[src/rtl/vga_scan_gen.sv]
// Raster scan generator: walks the frame one pixel per pix_en and presents a
// registered position together with syncs, video_on, tile fields and strobes.
module vga_scan_gen #(
  parameter int unsigned H_ACTIVE    = 640,
  parameter int unsigned H_FP        = 16,
  parameter int unsigned H_SYNC      = 96,
  parameter int unsigned H_BP        = 48,
  parameter int unsigned V_ACTIVE    = 480,
  parameter int unsigned V_FP        = 10,
  parameter int unsigned V_SYNC      = 2,
  parameter int unsigned V_BP        = 33,
  parameter bit          SYNC_ACTIVE = 1'b0,
  parameter int unsigned CLK_DIV     = 1,
  parameter int unsigned TILE_SHIFT  = 5
) (
  input  logic       clk,
  input  logic       reset,
  input  logic       scan_en,
  output logic       pix_en,
  output logic [9:0] global_pixel_x,
  output logic [9:0] global_pixel_y,
  output logic       video_on,
  output logic       hsync,
  output logic       vsync,
  output logic [4:0] tile_col,
  output logic [4:0] tile_row,
  output logic [4:0] local_x,
  output logic [4:0] local_y,
  output logic       line_tick,
  output logic       frame_tick
);

  localparam int unsigned H_TOTAL = H_ACTIVE + H_FP + H_SYNC + H_BP;
  localparam int unsigned V_TOTAL = V_ACTIVE + V_FP + V_SYNC + V_BP;

  localparam logic [9:0] H_LAST   = 10'(H_TOTAL - 1);
  localparam logic [9:0] V_LAST   = 10'(V_TOTAL - 1);
  localparam logic [9:0] H_ACT    = 10'(H_ACTIVE);
  localparam logic [9:0] V_ACT    = 10'(V_ACTIVE);
  localparam logic [9:0] HS_START = 10'(H_ACTIVE + H_FP);
  localparam logic [9:0] HS_END   = 10'(H_ACTIVE + H_FP + H_SYNC);
  localparam logic [9:0] VS_START = 10'(V_ACTIVE + V_FP);
  localparam logic [9:0] VS_END   = 10'(V_ACTIVE + V_FP + V_SYNC);
  localparam logic [2:0] DIV_LAST = 3'(CLK_DIV - 1);
  localparam logic [9:0] LOC_MASK = 10'((1 << TILE_SHIFT) - 1);

  logic [2:0] div_cnt_q, div_cnt_d;
  logic       started_q, started_d;
  logic       pix_en_q, pix_en_d;
  logic [9:0] x_q, x_d;
  logic [9:0] y_q, y_d;
  logic       video_on_q, video_on_d;
  logic       hsync_q, hsync_d;
  logic       vsync_q, vsync_d;
  logic       line_tick_q, line_tick_d;
  logic       frame_tick_q, frame_tick_d;
  logic       div_hit;
  logic [9:0] x_shr, y_shr;

  // Next-state: divider, scan position and decoded outputs for the new pixel.
  always_comb begin
    div_cnt_d    = div_cnt_q;
    started_d    = started_q;
    pix_en_d     = 1'b0;
    x_d          = x_q;
    y_d          = y_q;
    video_on_d   = video_on_q;
    hsync_d      = hsync_q;
    vsync_d      = vsync_q;
    line_tick_d  = 1'b0;
    frame_tick_d = 1'b0;
    div_hit      = (div_cnt_q >= DIV_LAST);

    if (scan_en) begin
      div_cnt_d = div_hit ? 3'd0 : div_cnt_q + 3'd1;
      if (div_hit) begin
        pix_en_d = 1'b1;
        if (!started_q) begin
          // First pixel after reset presents (0,0) without advancing.
          started_d = 1'b1;
          x_d       = 10'd0;
          y_d       = 10'd0;
        end else if (x_q >= H_LAST) begin
          // >= keeps the counters in range even if they were ever out of it.
          x_d         = 10'd0;
          line_tick_d = 1'b1;
          if (y_q >= V_LAST) begin
            y_d          = 10'd0;
            frame_tick_d = 1'b1;
          end else begin
            y_d = y_q + 10'd1;
          end
        end else begin
          x_d = x_q + 10'd1;
        end
        video_on_d = (x_d < H_ACT) && (y_d < V_ACT);
        hsync_d    = ((x_d >= HS_START) && (x_d < HS_END)) ? SYNC_ACTIVE : ~SYNC_ACTIVE;
        vsync_d    = ((y_d >= VS_START) && (y_d < VS_END)) ? SYNC_ACTIVE : ~SYNC_ACTIVE;
      end
    end
  end

  // State register with synchronous reset taking priority over scan_en.
  always_ff @(posedge clk) begin
    if (reset) begin
      div_cnt_q    <= 3'd0;
      started_q    <= 1'b0;
      pix_en_q     <= 1'b0;
      x_q          <= 10'd0;
      y_q          <= 10'd0;
      video_on_q   <= 1'b0;
      hsync_q      <= ~SYNC_ACTIVE;
      vsync_q      <= ~SYNC_ACTIVE;
      line_tick_q  <= 1'b0;
      frame_tick_q <= 1'b0;
    end else begin
      div_cnt_q    <= div_cnt_d;
      started_q    <= started_d;
      pix_en_q     <= pix_en_d;
      x_q          <= x_d;
      y_q          <= y_d;
      video_on_q   <= video_on_d;
      hsync_q      <= hsync_d;
      vsync_q      <= vsync_d;
      line_tick_q  <= line_tick_d;
      frame_tick_q <= frame_tick_d;
    end
  end

  // Tile fields are plain slices of the registered position.
  always_comb begin
    x_shr    = x_q >> TILE_SHIFT;
    y_shr    = y_q >> TILE_SHIFT;
    tile_col = x_shr[4:0];
    tile_row = y_shr[4:0];
    local_x  = 5'(x_q & LOC_MASK);
    local_y  = 5'(y_q & LOC_MASK);
  end

  assign pix_en         = pix_en_q;
  assign global_pixel_x = x_q;
  assign global_pixel_y = y_q;
  assign video_on       = video_on_q;
  assign hsync          = hsync_q;
  assign vsync          = vsync_q;
  assign line_tick      = line_tick_q;
  assign frame_tick     = frame_tick_q;

endmodule

[config.mk]
export PLATFORM = sky130hd
export DESIGN_NAME = vga_scan_gen
export DESIGN_NICKNAME = d
export VERILOG_FILES = /design/src/rtl/vga_scan_gen.sv
export SDC_FILE = /design/constraint.sdc
export NUM_CORES = 1
export LEC_CHECK = 0
export BUFFER_PORTS_ARGS = -buffer_cell sky130_fd_sc_hd__buf_4
export CELL_PAD_IN_SITES_DETAIL_PLACEMENT = 0
export CELL_PAD_IN_SITES_GLOBAL_PLACEMENT = 1
export CORE_MARGIN = 3
export CORE_UTILIZATION = 24
export DETAILED_ROUTE_END_ITERATION = 8
export PLACE_DENSITY = 0.6
export SYNTH_ARGS = -nofsm -noshare
export SYNTH_HDL_FRONTEND = slang
export SYNTH_SLANG_ARGS = --single-unit
[constraint.sdc]
create_clock -name clk -period 2.51 [get_ports clk]
set_clock_uncertainty 0.1 [all_clocks]
set_input_delay 0.251 -clock clk [delete_from_list [all_inputs] [get_ports clk]]
set_output_delay 0.251 -clock clk [all_outputs]
set_load 0.01 [all_outputs]
## After elaboration in Yosys (flattened, before gate mapping)

Index checks and enable logic that the tools add are counted.

| cells by class | value |
|---|---|
| $add $sub $neg | 3 |
| order comparisons | 9 |
| muxes and demuxes | 15 |
| bitwise operators | 4 |
| reductions and logical operators | 7 |

Operators with widths:

| operator | number |
|---|---|
| $mux W10 | 9 |
| $ge A10 B10 Y1 const B | 3 |
| $add A10 B1 Y10 const B | 2 |
| $lt A10 B10 Y1 const B | 2 |
| $lt A10 B9 Y1 const B | 2 |
| $ge A10 B9 Y1 const B | 1 |
| $mux W1 | 5 |
| $reduce_or A5 Y1 | 1 |
| $not A1 Y1 | 4 |
| $reduce_or A4 Y1 | 1 |
| $add A3 B1 Y3 const B | 1 |
| $ge A3 B1 Y1 const B | 1 |
| $logic_and A1 B1 Y1 | 3 |
| $mux W3 | 1 |
| $reduce_and A2 Y1 | 1 |
| $reduce_or A2 Y1 | 1 |

| storage, ports and cells | value |
|---|---|
| flip-flop bits (word level) | 30 |

## Logic depth before layout (Yosys ltp)

| logic depth | value |
|---|---|
| word-level depth | 9 |
| gate-level depth with buffers | 9 |

## Worst setup path after synthesis

Ideal clock, no wire load.

| timing path | value |
|---|---|
| kind | reg2reg |
| start | reg y_q[6] (netlist: global_pixel_y[6]) |
| end | reg video_on_q (netlist: video_on) |
| setup time | 128 ps |
| data arrival time | 2028 ps |
| setup slack | 254 ps |
| stages on the path, launching flop included | 8 |
| clock period less this slack | 2256 ps |
| path through | dfxtp_1 -> buf_2 -> or4_4 -> o31ai_4 -> and2_4 -> nand2_2 -> a2111oi_4 -> o31ai_1 |

| between the ends | value |
|---|---|
| word-level cells in the longest chain between the ends | 8 |
| elaborated cells on any way between the ends | 9 |
| classes of those cells | add/sub (1); order compare (2); mux (5); reduce/logical (1) |

Ends and longest elaborated chain:

| what | RTL line | source |
|---|---|---|
| from (decl) | 51 | `logic [9:0] y_q, y_d;` |
| from (signal assigned) | 121 | `y_q <= y_d;` |
| $add A10 B1 Y10 or $ge A10 B10 Y1 (tied branches) | 91, 87 |  |
| $mux W10 | 87 | `if (y_q >= V_LAST) begin` |
| $mux W10 * | 83 | `end else if (x_q >= H_LAST) begin` |
| $mux W10 * | 78 | `if (!started_q) begin` |
| $mux W10 * | 76 | `if (div_hit) begin` |
| $mux W10 * | 74 | `if (scan_en) begin` |
| $lt A10 B9 Y1 * | 96 | `video_on_d = (x_d < H_ACT) && (y_d < V_ACT);` |
| $logic_and A1 B1 Y1 * | 96 |  |
| to (signal assigned) | 122 | `video_on_q <= video_on_d;` |
| to (decl) | 52 | `logic video_on_q, video_on_d;` |

Every way passes the cells marked *; elsewhere a longest branch is shown, timed or not. The select of a mux whose other input is x is not followed.
A chain may end at the register's enable or synchronous reset.

## Worst setup path in the final report

| timing path | value |
|---|---|
| start | reg x_q[0] (netlist: global_pixel_x[0]) |
| end | reg video_on_q (netlist: video_on) |

| between the ends | value |
|---|---|
| word-level cells in the longest chain between the ends | 7 |
| elaborated cells on any way between the ends | 13 |
| classes of those cells | add/sub (1); order compare (3); mux (8); reduce/logical (1) |

Ends and longest elaborated chain:

| what | RTL line | source |
|---|---|---|
| from (decl) | 50 | `logic [9:0] x_q, x_d;` |
| from (signal assigned) | 109 | `x_q <= 10'd0;` |
| from (signal assigned) | 120 | `x_q <= x_d;` |
| $add A10 B1 Y10 or $ge A10 B10 Y1 (tied branches) | 94, 83 |  |
| $mux W10 | 83 |  |
| $mux W10 | 78 |  |
| $mux W10 | 76 |  |
| $mux W10 | 74 |  |
| $lt A10 B10 Y1 or $lt A10 B9 Y1 (tied branches) | 96 |  |
| $logic_and A1 B1 Y1 * | 96 |  |

Marked as above.

==> impl_metrics.sql <==
INSERT INTO impl_metrics (metric_group, metric, value, unit) VALUES
('outcome', 'run_status', 'finished, final reports clean', ''),
('logic_synthesis', 'synth_cells', '220', ''),
('sta', 'timing_hold_violations_final', '0', ''),
('placed_design', 'routabilityCongestion', '0.828', ''),
('finish', 'final_area', '2200', 'um^2'),
('grt', 'antenna_violations_before_repair', '0', ''),
('placed_design', 'io_buffer_count', '48', ''),
('logic_synthesis', 'seq_area_frac_synth', '31.7', '%'),
('logic_synthesis', 'ys_ff_latch', '27', ''),
('logic_synthesis', 'syn_nets', '226', ''),
('sta', 'grt_setup_unrepaired', 'false', ''),
('finish', 'area_growth_syn_to_layout', '29.1', '%'),
('clock_tree', 'post_cts_resize_count', '0', ''),
('setup_path', 'timing.critical_path.arrival', '2390', 'ps'),
('power', 'power.static_leakage', '0.876', 'nW'),
('route', 'ant_nets', '0', ''),
('logic_synthesis', 'synthesis.area', '1710', 'um^2'),
('setup_path', 'worstRegToRegCells', '7', ''),
('grt', 'grtUsageTotal', '12.7', '%'),
('route', 'detail_route.wl_per_cell', '14.5', 'um'),
('clock_tree', 'cts-htree-levels', '1', ''),
('setup_path', 'cp-endpoint', 'video_on', ''),
('setup_path', 'critPathMaxStageDelay', '500', 'ps'),
('grt', 'global_route.overflow_total', '0', ''),
('sta', 'timing.final.ws_setup', '191', 'ps'),
('clock_tree', 'cts_tree', 'done', ''),
('floorplanning', 'core_area', '6830', 'um^2'),
('sta', 'fin_tns_setup', '0', 'ps'),
('floorplanning', 'start_util', '25.0', '%'),
('logic_synthesis', 'synth_top_area_share', '31.7', '%'),
('sta', 'slew_violations', '0', ''),
('logic_synthesis', 'yosysUniqueCellTypes', '43', ''),
('grt', 'pin_count_of_the_biggest_net_entering_global_routing', '24', ''),
('grt', 'first_global_vias', '1622', ''),
('sta', 'timing.slew.headroom', '59.9', '%'),
('route', 'detailedRoute.firstIterationViolations', '84', ''),
('placed_design', 'post-place-ws', '133', 'ps'),
('grt', 'global_route_wire_length_before_repair', '8500', 'um'),
('clock_tree', 'clock_tree.root_cell', 'sky130_fd_sc_hd__clkbuf_8', ''),
('route', 'drt_pre_antenna_iters', '4', ''),
('setup_path', 'crit_path_start_kind', 'flop', ''),
('route', 'routed_wl', '5200', 'um'),
('sta', 'finalHoldWorstSlack', '228', 'ps'),
('setup_path', 'regToRegStartpoint', 'global_pixel_x[0]', ''),
('placed_design', 'place_area', '2140', 'um^2'),
('setup_path', 'reg2reg_setup_slack', '190', 'ps'),
('finish', 'finalNetCount', '269', ''),
('floorplanning', 'floorplan.die.width', '90.3', 'um'),
('setup_path', 'worstPathCellList', 'ha_1 > and4_1 > o211ai_1 > nor3_2 > xnor2_1 > a2111oi_4 > o31ai_1', ''),
('route', 'number_of_remaining_drc_errors', '0', ''),
('finish', 'antenna-diode-count', '0', ''),
('setup_path', 'timing_worst_setup_path_type', 'reg2reg', ''),
('setup_path', 'worst_path_max_delay_cell', 'sky130_fd_sc_hd__o211ai_1', ''),
('logic_synthesis', 'synth.largest_area_cell', 'sky130_fd_sc_hd__dfxtp_1', ''),
('flow_run', 'max_cap_violations', '0', ''),
('clock_tree', 'ctsLongestPathBuffers', '2', ''),
('clock_tree', 'hold_buffers', '0', ''),
('sta', 'achievable-frequency', '0.431', 'GHz'),
('finish', 'fill_cells', '789', ''),
('route', 'via_count', '1700', ''),
('floorplanning', 'vertical_die_dimension', '90.3', 'um'),
('placed_design', 'place.detailed.hpwl', '3820', 'um'),
('setup_path', 'setup.worst_path.end_class', 'flop', ''),
('sta', 'setup-violations-final', '0', ''),
('route', 'post_drt_via_cell_ratio', '4.75', ''),
('clock_tree', 'clkTransAtPathRegs', '100', 'ps'),
('floorplanning', 'io_pins', '49', ''),
('min_path', 'hold_crit_class', 'in2reg', ''),
('clock_tree', 'cts.sink_count', '27', ''),
('power', 'p_per_area', '348', 'nW/um^2'),
('floorplanning', 'placement_rows', '30', '');
[power by group]
part	total (mW)	internal (mW)	leakage, nW	switching (mW)
sequential	0.438	0.434	0.219	0.00387
combinational	0.0703	0.0259	0.636	0.0444
clock	0.258	0.113	0.0217	0.145
[kinds of logic after synthesis]
kind of cell | after synthesis | share of synthesized area (%)
simple gates | 93 | 28.0
compound gates | 51 | 20.8
buf+inv | 37 | 12.8
flops | 27 | 31.7
xor+xnor | 9 | 4.62
fa+ha+maj | 3 | 2.20
[state kept, by name, indices dropped and copies added, names as in the netlist]
register	cells
hsync	1
global_pixel_x	10
line_tick	1
frame_tick	1
vsync	1
pix_en	1
video_on	1
started_q	1
global_pixel_y	10
[how the worst min path moves through the flow]
stage | to | startpoint | depth (start not counted)
after floorplan | pix_en | reset | 1
after CTS | global_pixel_y[3] | reset | 2
after detailed placement | video_on | video_on | 2
after global placement | video_on | video_on | 2
final | global_pixel_x[7] | reset | 2
after global routing | global_pixel_y[9] | reset | 2
[metal layers]
layer	wire (um)	vias to the layer above	part of all wire, %	track usage (%)
met3	250	2	4.8	1.83
met1	2570	790	49	17.9
met5	0	-	0	0
met2	2330	51	45	19.9
li1	-	857	-	-
met4	44	0	0.85	3.70
[placed cells by master, fill, tap and decap left out, types with 7 or more instances in the layout]
cell type and n:
sky130_fd_sc_hd__o21ai_0 11, sky130_fd_sc_hd__buf_4 70, sky130_fd_sc_hd__nor2_1 21, sky130_fd_sc_hd__nand3_1 16, sky130_fd_sc_hd__dfxtp_1 27, sky130_fd_sc_hd__xnor2_1 7
sky130_fd_sc_hd__nand4_1 7, sky130_fd_sc_hd__a21oi_1 14, sky130_fd_sc_hd__nand2_1 17
[metrics by stage]
step                      util, %  cells
after detailed placement     31.4    353
after CTS                    32.1    357
after global routing         32.2    358
after global placement       31.4    353
final                        32.2    358
after floorplan                 -    220
[what timing repair did]
action                                  in CTS  in global routing
endpoints found under the hold margin        0                  0
buffers inserted                             0                  1
endpoints found under the setup margin       0                  2
[cell type report]
class | instances | area (um^2) | share of cell area [%]
Timing Repair Buffer | 70 | 526 | 23.9
Tap cell | 96 | 120 | 5.46
Clock inverter | 1 | 7.51 | 0.341
Sequential cell | 27 | 541 | 24.6
Clock buffer | 3 | 41.3 | 1.88
Multi-Input combinational cell | 156 | 947 | 43.0
Inverter | 5 | 18.8 | 0.853
[critical path, delay by kind of cell (launching register included)]
family,cells,cell delay [ps]
AND/OR/NAND/NOR,2,390
flip-flops,1,320
XOR/XNOR,1,190
adder cells (fa/ha/maj),1,200
AO/OA/AOI/OAI,3,1010
Note: power is estimated with default switching activity, not from simulation.
